--- src/rtl/lk_window_sequencer_if.sv ---
//----------------------------------------------------------------------------
// lk_window_sequencer_if
//
// Purpose: bundles every signal between the window sequencer and the rest
// of the system. This includes the pixel/frame-load side, the
// feature-point handshake, the window-read beat bus to the line-buffer
// memory and the status flags.
//
// Modports:
//   master - the sequencer itself (drives write/read addresses, pt_ready,
//            status pulses)
//   slave  - the surrounding system (pixel source, feature-point queue,
//            gradient/Hessian datapath)
//
// Signals:
//   frame_start, pix_valid      slave -> master  frame-load control
//   wr_en, wr_addr, frame_ready master -> slave  memory write port / status
//   pt_valid, pt_row, pt_col    slave -> master  feature point offer
//   pt_ready                    master -> slave  point accept
//   rd_ready                    slave -> master  downstream beat accept
//   rd_en, rd_addr0..2,
//   lane_mask, rd_last          master -> slave  window read beat
//   win_done, err_oob, busy     master -> slave  status pulses / level
//----------------------------------------------------------------------------
interface lk_window_sequencer_if #(
  parameter int ADDR_W = 11,
  parameter int RC_W   = 6
);

  logic              frame_start;
  logic              pix_valid;
  logic              wr_en;
  logic [ADDR_W-1:0] wr_addr;
  logic              frame_ready;

  logic              pt_valid;
  logic              pt_ready;
  logic [RC_W-1:0]   pt_row;
  logic [RC_W-1:0]   pt_col;

  logic              rd_en;
  logic              rd_ready;
  logic [ADDR_W-1:0] rd_addr0;
  logic [ADDR_W-1:0] rd_addr1;
  logic [ADDR_W-1:0] rd_addr2;
  logic [2:0]        lane_mask;
  logic              rd_last;
  logic              win_done;

  logic              err_oob;
  logic              busy;

  modport master (
    input  frame_start, pix_valid, pt_valid, pt_row, pt_col, rd_ready,
    output wr_en, wr_addr, frame_ready, pt_ready, rd_en,
           rd_addr0, rd_addr1, rd_addr2, lane_mask, rd_last,
           win_done, err_oob, busy
  );

  modport slave (
    output frame_start, pix_valid, pt_valid, pt_row, pt_col, rd_ready,
    input  wr_en, wr_addr, frame_ready, pt_ready, rd_en,
           rd_addr0, rd_addr1, rd_addr2, lane_mask, rd_last,
           win_done, err_oob, busy
  );

endinterface

--- src/rtl/lk_window_sequencer.sv ---
//----------------------------------------------------------------------------
// lk_window_sequencer
//
// Purpose: controller for the pyramidal-LK line-buffer window memory.
// The controller works in two phases.
//   1. Frame load: it generates linear write addresses for ROWS*COLS pixels.
//   2. Read: for each accepted feature point (row,col) it walks the
//      WIN x WIN window around that point. Each beat reads LANES rows of a
//      single column. The window is covered in strips of LANES rows, left
//      to right within a strip.
//
// Ports:
//   clk     in  clock
//   rst     in  asynchronous, active-high reset (returns to IDLE)
//   io_bus  master modport of lk_window_sequencer_if
//           (frame load, point handshake, read beats, status)
//----------------------------------------------------------------------------
module lk_window_sequencer #(
  parameter int COLS   = 33,
  parameter int ROWS   = 33,
  parameter int WIN    = 7,
  parameter int LANES  = 3,
  parameter int ADDR_W = $clog2(ROWS * COLS),
  parameter int RC_W   = $clog2((ROWS > COLS) ? ROWS : COLS)
) (
  input  logic                   clk,
  input  logic                   rst,
  lk_window_sequencer_if.master  io_bus
);

  localparam int HALF   = WIN / 2;
  localparam int STRIPS = (WIN + LANES - 1) / LANES;
  localparam int S_W    = $clog2(STRIPS + 1);
  localparam int C_W    = $clog2(WIN);

  localparam logic [ADDR_W-1:0] LAST_WR   = ADDR_W'(ROWS * COLS - 1);
  localparam logic [ADDR_W-1:0] A_HALF    = ADDR_W'(HALF);
  localparam logic [ADDR_W-1:0] A_COLS    = ADDR_W'(COLS);
  // Jump from the last column of one strip to the first column of the next.
  localparam logic [ADDR_W-1:0] A_STRIPJMP = ADDR_W'(LANES * COLS - (WIN - 1));
  localparam logic [RC_W-1:0]   RC_LO     = RC_W'(HALF);
  localparam logic [RC_W-1:0]   ROW_HI    = RC_W'(ROWS - 1 - HALF);
  localparam logic [RC_W-1:0]   COL_HI    = RC_W'(COLS - 1 - HALF);
  localparam logic [C_W-1:0]    C_LAST    = C_W'(WIN - 1);
  localparam logic [S_W-1:0]    S_LAST    = S_W'(STRIPS - 1);

  typedef enum logic [2:0] {
    S_IDLE,
    S_LOAD,
    S_WAIT_PT,
    S_CALC,
    S_READ
  } state_t;

  state_t            r_state;
  state_t            w_nextState;

  logic [ADDR_W-1:0] r_wrAddr;
  logic              r_frameReady;
  logic [RC_W-1:0]   r_row;
  logic [RC_W-1:0]   r_col;
  logic [S_W-1:0]    r_s;
  logic [C_W-1:0]    r_c;
  logic [ADDR_W-1:0] r_rdAddr [LANES];
  logic              r_winDone;

  logic              w_wrEn;
  logic              w_ptReady;
  logic              w_rdEn;
  logic              w_errOob;
  logic              w_busy;
  logic              w_restart;
  logic              w_lastWrite;
  logic              w_ptAccept;
  logic              w_beat;
  logic              w_lastBeat;
  logic              w_lastPos;
  logic              w_legal;
  logic [ADDR_W-1:0] w_base;
  logic [2:0]        w_laneMask;
  logic              w_rdLast;

  // Window position checks and the top-left address of the window. The
  // base is only used when the point is legal, so the subtractions never
  // underflow.
  assign w_lastPos = (r_s == S_LAST) && (r_c == C_LAST);
  assign w_legal   = (r_row >= RC_LO) && (r_row <= ROW_HI) &&
                     (r_col >= RC_LO) && (r_col <= COL_HI);
  assign w_base    = (ADDR_W'(r_row) - A_HALF) * A_COLS + ADDR_W'(r_col) - A_HALF;

  // State register.
  always_ff @(posedge clk or posedge rst) begin
    if (rst) begin
      r_state <= S_IDLE;
    end else begin
      r_state <= w_nextState;
    end
  end

  // Next-state logic and per-state control strobes. In IDLE, LOAD and
  // WAIT_PT, frame_start takes priority over any other activity. While a
  // point is being processed (CALC/READ), frame_start is ignored.
  always_comb begin
    w_nextState = r_state;
    w_wrEn      = 1'b0;
    w_ptReady   = 1'b0;
    w_rdEn      = 1'b0;
    w_errOob    = 1'b0;
    w_busy      = 1'b0;
    w_restart   = 1'b0;
    w_lastWrite = 1'b0;
    w_ptAccept  = 1'b0;
    w_beat      = 1'b0;
    w_lastBeat  = 1'b0;
    case (r_state)
      S_IDLE: begin
        if (io_bus.frame_start) begin
          w_restart   = 1'b1;
          w_nextState = S_LOAD;
        end
      end
      S_LOAD: begin
        w_busy = 1'b1;
        w_wrEn = io_bus.pix_valid;
        if (io_bus.frame_start) begin
          w_restart = 1'b1;
        end else if (io_bus.pix_valid && (r_wrAddr == LAST_WR)) begin
          w_lastWrite = 1'b1;
          w_nextState = S_WAIT_PT;
        end
      end
      S_WAIT_PT: begin
        if (io_bus.frame_start) begin
          w_restart   = 1'b1;
          w_nextState = S_LOAD;
        end else begin
          w_ptReady = 1'b1;
          if (io_bus.pt_valid) begin
            w_ptAccept  = 1'b1;
            w_nextState = S_CALC;
          end
        end
      end
      S_CALC: begin
        w_busy = 1'b1;
        if (w_legal) begin
          w_nextState = S_READ;
        end else begin
          w_errOob    = 1'b1;
          w_nextState = S_WAIT_PT;
        end
      end
      S_READ: begin
        w_busy = 1'b1;
        w_rdEn = 1'b1;
        if (io_bus.rd_ready) begin
          w_beat = 1'b1;
          if (w_lastPos) begin
            w_lastBeat  = 1'b1;
            w_nextState = S_WAIT_PT;
          end
        end
      end
      default: begin
        w_nextState = S_IDLE;
      end
    endcase
  end

  // Frame-load address counter and the frame_ready flag. On the final
  // write the counter holds its value instead of stepping past the frame.
  always_ff @(posedge clk or posedge rst) begin
    if (rst) begin
      r_wrAddr     <= '0;
      r_frameReady <= 1'b0;
    end else if (w_restart) begin
      r_wrAddr     <= '0;
      r_frameReady <= 1'b0;
    end else if (w_wrEn) begin
      if (w_lastWrite) begin
        r_frameReady <= 1'b1;
      end else begin
        r_wrAddr <= r_wrAddr + ADDR_W'(1);
      end
    end
  end

  // Capture the feature point when it is accepted.
  always_ff @(posedge clk or posedge rst) begin
    if (rst) begin
      r_row <= '0;
      r_col <= '0;
    end else if (w_ptAccept) begin
      r_row <= io_bus.pt_row;
      r_col <= io_bus.pt_col;
    end
  end

  // Window walker. CALC loads the first column of strip 0. Each consumed
  // beat then either steps one column right or jumps to the start of the
  // next strip. The lane addresses are updated incrementally, so no
  // multiplier sits in the beat path.
  always_ff @(posedge clk or posedge rst) begin
    if (rst) begin
      r_s <= '0;
      r_c <= '0;
      for (int k = 0; k < LANES; k++) begin
        r_rdAddr[k] <= '0;
      end
    end else if ((r_state == S_CALC) && w_legal) begin
      r_s <= '0;
      r_c <= '0;
      for (int k = 0; k < LANES; k++) begin
        r_rdAddr[k] <= w_base + ADDR_W'(k * COLS);
      end
    end else if (w_beat) begin
      if (r_c == C_LAST) begin
        r_c <= '0;
        r_s <= r_s + S_W'(1);
        for (int k = 0; k < LANES; k++) begin
          r_rdAddr[k] <= r_rdAddr[k] + A_STRIPJMP;
        end
      end else begin
        r_c <= r_c + C_W'(1);
        for (int k = 0; k < LANES; k++) begin
          r_rdAddr[k] <= r_rdAddr[k] + ADDR_W'(1);
        end
      end
    end
  end

  // win_done fires the cycle after the final beat is consumed. Because it
  // is a register, a reset in mid-window simply discards it.
  always_ff @(posedge clk or posedge rst) begin
    if (rst) begin
      r_winDone <= 1'b0;
    end else begin
      r_winDone <= w_lastBeat;
    end
  end

  // A lane is valid while its window row is still inside the window. Only
  // the last strip can have lanes that fall past row WIN-1.
  always_comb begin
    w_laneMask = '0;
    w_rdLast   = 1'b0;
    if (r_state == S_READ) begin
      for (int k = 0; k < LANES; k++) begin
        w_laneMask[k] = ((int'(r_s) * LANES) + k) < WIN;
      end
      w_rdLast = w_lastPos;
    end
  end

  assign io_bus.wr_en       = w_wrEn;
  assign io_bus.wr_addr     = r_wrAddr;
  assign io_bus.frame_ready = r_frameReady;
  assign io_bus.pt_ready    = w_ptReady;
  assign io_bus.rd_en       = w_rdEn;
  assign io_bus.rd_addr0    = r_rdAddr[0];
  assign io_bus.rd_addr1    = r_rdAddr[1];
  assign io_bus.rd_addr2    = r_rdAddr[2];
  assign io_bus.lane_mask   = w_laneMask;
  assign io_bus.rd_last     = w_rdLast;
  assign io_bus.win_done    = r_winDone;
  assign io_bus.err_oob     = w_errOob;
  assign io_bus.busy        = w_busy;

endmodule

--- src/flat_wrapper.sv ---
// flat-port wrapper written by rule: the top's interface ports become plain ports
module lk_window_sequencer_flat 
#(
  parameter int COLS   = 33,
  parameter int ROWS   = 33,
  parameter int WIN    = 7,
  parameter int LANES  = 3,
  parameter int ADDR_W = $clog2(ROWS * COLS),
  parameter int RC_W   = $clog2((ROWS > COLS) ? ROWS : COLS)
)
  (clk, rst, io_bus_frame_start, io_bus_pix_valid, io_bus_pt_valid, io_bus_pt_row, io_bus_pt_col, io_bus_rd_ready, io_bus_wr_en, io_bus_wr_addr, io_bus_frame_ready, io_bus_pt_ready, io_bus_rd_en, io_bus_rd_addr0, io_bus_rd_addr1, io_bus_rd_addr2, io_bus_lane_mask, io_bus_rd_last, io_bus_win_done, io_bus_err_oob, io_bus_busy);
  lk_window_sequencer_if #(.ADDR_W(ADDR_W), .RC_W(RC_W)) io_bus_i ();
  input  logic clk;
  input  logic rst;
  input wire logic [$bits(io_bus_i.frame_start)-1:0] io_bus_frame_start;
  input wire logic [$bits(io_bus_i.pix_valid)-1:0] io_bus_pix_valid;
  input wire logic [$bits(io_bus_i.pt_valid)-1:0] io_bus_pt_valid;
  input wire logic [$bits(io_bus_i.pt_row)-1:0] io_bus_pt_row;
  input wire logic [$bits(io_bus_i.pt_col)-1:0] io_bus_pt_col;
  input wire logic [$bits(io_bus_i.rd_ready)-1:0] io_bus_rd_ready;
  output wire logic [$bits(io_bus_i.wr_en)-1:0] io_bus_wr_en;
  output wire logic [$bits(io_bus_i.wr_addr)-1:0] io_bus_wr_addr;
  output wire logic [$bits(io_bus_i.frame_ready)-1:0] io_bus_frame_ready;
  output wire logic [$bits(io_bus_i.pt_ready)-1:0] io_bus_pt_ready;
  output wire logic [$bits(io_bus_i.rd_en)-1:0] io_bus_rd_en;
  output wire logic [$bits(io_bus_i.rd_addr0)-1:0] io_bus_rd_addr0;
  output wire logic [$bits(io_bus_i.rd_addr1)-1:0] io_bus_rd_addr1;
  output wire logic [$bits(io_bus_i.rd_addr2)-1:0] io_bus_rd_addr2;
  output wire logic [$bits(io_bus_i.lane_mask)-1:0] io_bus_lane_mask;
  output wire logic [$bits(io_bus_i.rd_last)-1:0] io_bus_rd_last;
  output wire logic [$bits(io_bus_i.win_done)-1:0] io_bus_win_done;
  output wire logic [$bits(io_bus_i.err_oob)-1:0] io_bus_err_oob;
  output wire logic [$bits(io_bus_i.busy)-1:0] io_bus_busy;
  assign io_bus_i.frame_start = io_bus_frame_start;
  assign io_bus_i.pix_valid = io_bus_pix_valid;
  assign io_bus_i.pt_valid = io_bus_pt_valid;
  assign io_bus_i.pt_row = io_bus_pt_row;
  assign io_bus_i.pt_col = io_bus_pt_col;
  assign io_bus_i.rd_ready = io_bus_rd_ready;
  assign io_bus_wr_en = io_bus_i.wr_en;
  assign io_bus_wr_addr = io_bus_i.wr_addr;
  assign io_bus_frame_ready = io_bus_i.frame_ready;
  assign io_bus_pt_ready = io_bus_i.pt_ready;
  assign io_bus_rd_en = io_bus_i.rd_en;
  assign io_bus_rd_addr0 = io_bus_i.rd_addr0;
  assign io_bus_rd_addr1 = io_bus_i.rd_addr1;
  assign io_bus_rd_addr2 = io_bus_i.rd_addr2;
  assign io_bus_lane_mask = io_bus_i.lane_mask;
  assign io_bus_rd_last = io_bus_i.rd_last;
  assign io_bus_win_done = io_bus_i.win_done;
  assign io_bus_err_oob = io_bus_i.err_oob;
  assign io_bus_busy = io_bus_i.busy;
  lk_window_sequencer #(.COLS(COLS), .ROWS(ROWS), .WIN(WIN), .LANES(LANES), .ADDR_W(ADDR_W), .RC_W(RC_W)) u_core (.clk(clk), .rst(rst), .io_bus(io_bus_i));
endmodule
--- config.mk ---
export PLATFORM = sky130hd
export DESIGN_NAME = lk_window_sequencer_flat
export DESIGN_NICKNAME = d
export VERILOG_FILES = /design/src/rtl/lk_window_sequencer_if.sv /design/src/rtl/lk_window_sequencer.sv /design/src/flat_wrapper.sv
export SDC_FILE = /design/constraint.sdc
export NUM_CORES = 1
export LEC_CHECK = 0
export BUFFER_PORTS_ARGS = -buffer_cell sky130_fd_sc_hd__clkbuf_2
export CORE_MARGIN = 2
export CORE_UTILIZATION = 40
export CTS_CLUSTER_SIZE = 16
export DETAILED_ROUTE_END_ITERATION = 10
export PLACE_DENSITY_LB_ADDON = 0.12
export SLEW_MARGIN = 30
export SYNTH_ARGS = -nofsm -noshare
export SYNTH_HDL_FRONTEND = slang
export SYNTH_SLANG_ARGS = --single-unit
--- constraint.sdc ---
create_clock -name clk -period 4.95 [get_ports clk]
set_clock_uncertainty 0.2 [all_clocks]
set_input_delay 0.99 -clock clk [delete_from_list [all_inputs] [get_ports clk]]
set_output_delay 0.99 -clock clk [all_outputs]
set_load 0.01 [all_outputs]
==> results.cfg <==
[worst_setup_path]
arrival_ps = 4380
crit_path_max_incr_delay_ps = 520
r2r_slack_ps = 590
cp.required_ps = 4970
criticalPathCategory = flip-flop to flip-flop
worstReg2RegStart = u_core.r_row[2]
crit_slowest_cell = fa_1
cp-end-kind = flip-flop
worstPathCellList = nor3_1 -> nand2_1 -> xnor2_1 -> ha_1 -> ha_1 -> inv_1 -> fa_1 -> inv_1 -> ha_1 -> o21a_1 -> and2_4 -> o311ai_4 -> o2111ai_1 -> xnor2_1 -> a22o_1
reg2regPathDepth = 15
r2r-end = u_core.io_bus.rd_addr1[9]
start_kind = flip-flop
cp_common_cell = ha_1
cp_max_fo = 9

[synth]
ys_types = 65
syn_nets = 644
netlist_instances = 566
synth-main-ff-cell = dfrtp_1
async_reset_ff_share_pct = 100
yosys_warnings = 0
ys_seq_area_share_pct = 31.6
synth_edf_count = 0
ys_ff_latch = 66
syn_area_um2 = 5230
avgSynthCellArea_um2 = 9.23

[route]
drt_iter0_markers = 254
ant_nets = 0
wl_met2_um = 6090
drc = 0
topRoutingLayerUsed = met4
routedWlPerCell_um = 15.8
drt_wl_total_um = 12800
met3_length_um = 303
vias = 4333
routed_via_density = 5.34
dr.pass1.iters = 4
wirelength_met1_um = 6190

[timing]
fin_crit_ps = 4360
drv_slew = 0
setup_viol = 0
final_hold_viol_count = 0
tns_ps = 0
max_slew_margin_pct = 37.8
fmax_mhz = 229
rsz0062_at_grt = false
worst_pin_slew_ps = 930
period_share_pct = 88.1

[finish]
n_antenna_cell = 0
nets = 713
syn_to_final_growth_pct = 16.2
drive_above_1_share_pct = 18.6
fill_cells = 1247

[grt]
grt_pass1_vias = 4321
grt_max_degree = 43
grt_overflow_total = 0
grt_antenna_before_repair = 0
grt_pass1_wl_um = 21700
track_usage_pct = 19.1

[status]
status = finished, final reports clean

[clock_tree]
cts_made_buffers = 9
cts_tree = yes
cts_setup_buffers = 0
ctsLongestPathBuffers = 2
insertion_delay_ps = 330
postCtsHoldBufs = 0
clkTransAtPathRegs_ps = 60
clock_sinks = 66
cts_root_buf = clkbuf_16
cts_resized = 0
h-tree-depth = 3

[hold_path]
worstHoldPathCells = 2
hold_class = flip-flop to flip-flop
min-delay-start = u_core.io_bus.frame_ready
min_to = u_core.io_bus.frame_ready

[job]
drv_cap = 0

[floorplanning]
die-area_um2 = 14000
core_um2 = 12700
initial_core_util_pct = 41.2
rows = 41
io_pins = 73
fp.dieH_um = 118
die_x_um = 118

[placed_design]
port_buffers = 72
dpl.hpwl_um = 9780
gp_congestion = 0.825
## Yosys cell counts, types with 2 or more instances
library cell	number	area share, %
nor4bb_1	3	0.57
o21ai_1	4	0.38
nand3b_1	2	0.29
o21bai_1	2	0.29
nor2_1	51	3.7
nand3_1	14	1.3
ha_1	51	12
o311ai_0	3	0.50
o22ai_1	2	0.24
xnor2_1	26	4.4
mux2i_1	8	1.5
o21ai_0	17	1.6
nand2b_1	7	0.84
nor3b_1	2	0.29
and3_1	6	0.72
a21oi_1	24	2.3
o31ai_1	4	0.57
or2_2	3	0.36
and2_1	4	0.48
a22oi_1	2	0.29
nor2b_1	12	1.4
a221o_1	3	0.57
nor3_1	16	1.5
fa_1	9	3.4
a211o_1	4	0.67
buf_2	14	1.3
a211oi_1	5	0.72
mux2_2	14	3.0
o21a_1	4	0.57
a21o_1	6	0.86
inv_1	42	3.0
clkbuf_1	5	0.36
o211a_1	3	0.57
a22o_1	2	0.34
dfrtp_1	66	32
o211ai_1	4	0.57
a221oi_1	5	0.84
nand4_1	7	0.84
nand2_1	45	3.2
o311ai_4	2	1.0
a31oi_1	6	0.72
xor2_1	31	5.2
o221ai_1	4	0.67
## cell families after synthesis
| group | after synthesis | synth area share, % |
|---|---|---|
| mux | 22 | 4.55 |
| compound gates | 116 | 16.2 |
| fa+ha+maj | 60 | 15.7 |
| buf+inv | 63 | 4.86 |
| simple gates | 181 | 17.1 |
| flops | 66 | 31.6 |
| xor+xnor | 58 | 9.98 |
## cell usage in the layout, fill, tap and decap left out, drive strengths merged, types with 7 or more instances in the layout
master,count
nand2b,7
fa,9
inv,42
nor2,51
ha,51
xnor2,26
nand2,45
dfrtp,66
mux2,14
nor2b,12
mux2i,8
o21ai,21
xor2,31
a21oi,24
clkbuf,84
nand3,14
nand4,7
nor3,16
## state kept, by name, indices dropped and copies added, names as in the netlist, 3 cells and up
name                    cells
u_core.r_col                6
u_core.r_row                6
u_core.io_bus.rd_addr1     11
u_core.io_bus.rd_addr2     11
u_core.r_state              3
u_core.io_bus.rd_addr0     11
u_core.io_bus.wr_addr      11
u_core.r_c                  3
## cell type report
cell class / count / area, um2 / share of cell area [%]
Clock inverter: 4 / 51.3 / 0.845
Tap cell: 172 / 215 / 3.54
Timing Repair Buffer: 78 / 405 / 6.68
Clock buffer: 12 / 246 / 4.06
Multi-Input combinational cell: 437 / 3340 / 55.0
Inverter: 43 / 163 / 2.68
Sequential cell: 66 / 1650 / 27.2
## per-stage QoR
step,utilization (%),area (um2),std cells,worst slack (ps),hold WS (ps)
CTS,47.9,6070,812,596,310
finish,47.9,6070,812,591,297
global placement,45.5,5770,796,717,283
floorplan,-,5230,566,909,296
global route,47.9,6070,812,320,366
detailed placement,45.6,5770,796,631,295
## worst max-delay path: cells and delay by family (launching register included)
kind | cells | cell delay (ps)
adders and majority gates | 4 | 1450
AOI/OAI and AO/OA | 4 | 1070
and+or+nand+nor | 3 | 650
DFF | 1 | 460
xor gates and xnor gates | 2 | 300
buffers and inverters | 2 | 90
## worst max path at each step
stage	from	endpoint	slack, ps	depth (start not counted)
after global routing	u_core.r_row[2]	u_core.io_bus.rd_addr1[10]	320	15
after global placement	u_core.r_row[2]	u_core.io_bus.rd_addr1[9]	720	15
final	u_core.r_row[2]	u_core.io_bus.rd_addr1[9]	590	15
after CTS	u_core.r_row[0]	u_core.io_bus.rd_addr1[10]	600	15
after floorplan	u_core.r_row[3]	u_core.io_bus.rd_addr1[9]	910	16
after detailed placement	u_core.r_row[0]	u_core.io_bus.rd_addr2[10]	630	15
## per-layer routing
layer,GRT usage [%],vias to the layer above
li1,-,2138
met1,26.4,2119
met2,30.4,60
met3,2.36,16
met4,7.23,0
met5,0,-
Power is not shown: default switching activity piles up to over one toggle a cycle in this logic, so the estimate is an artifact.
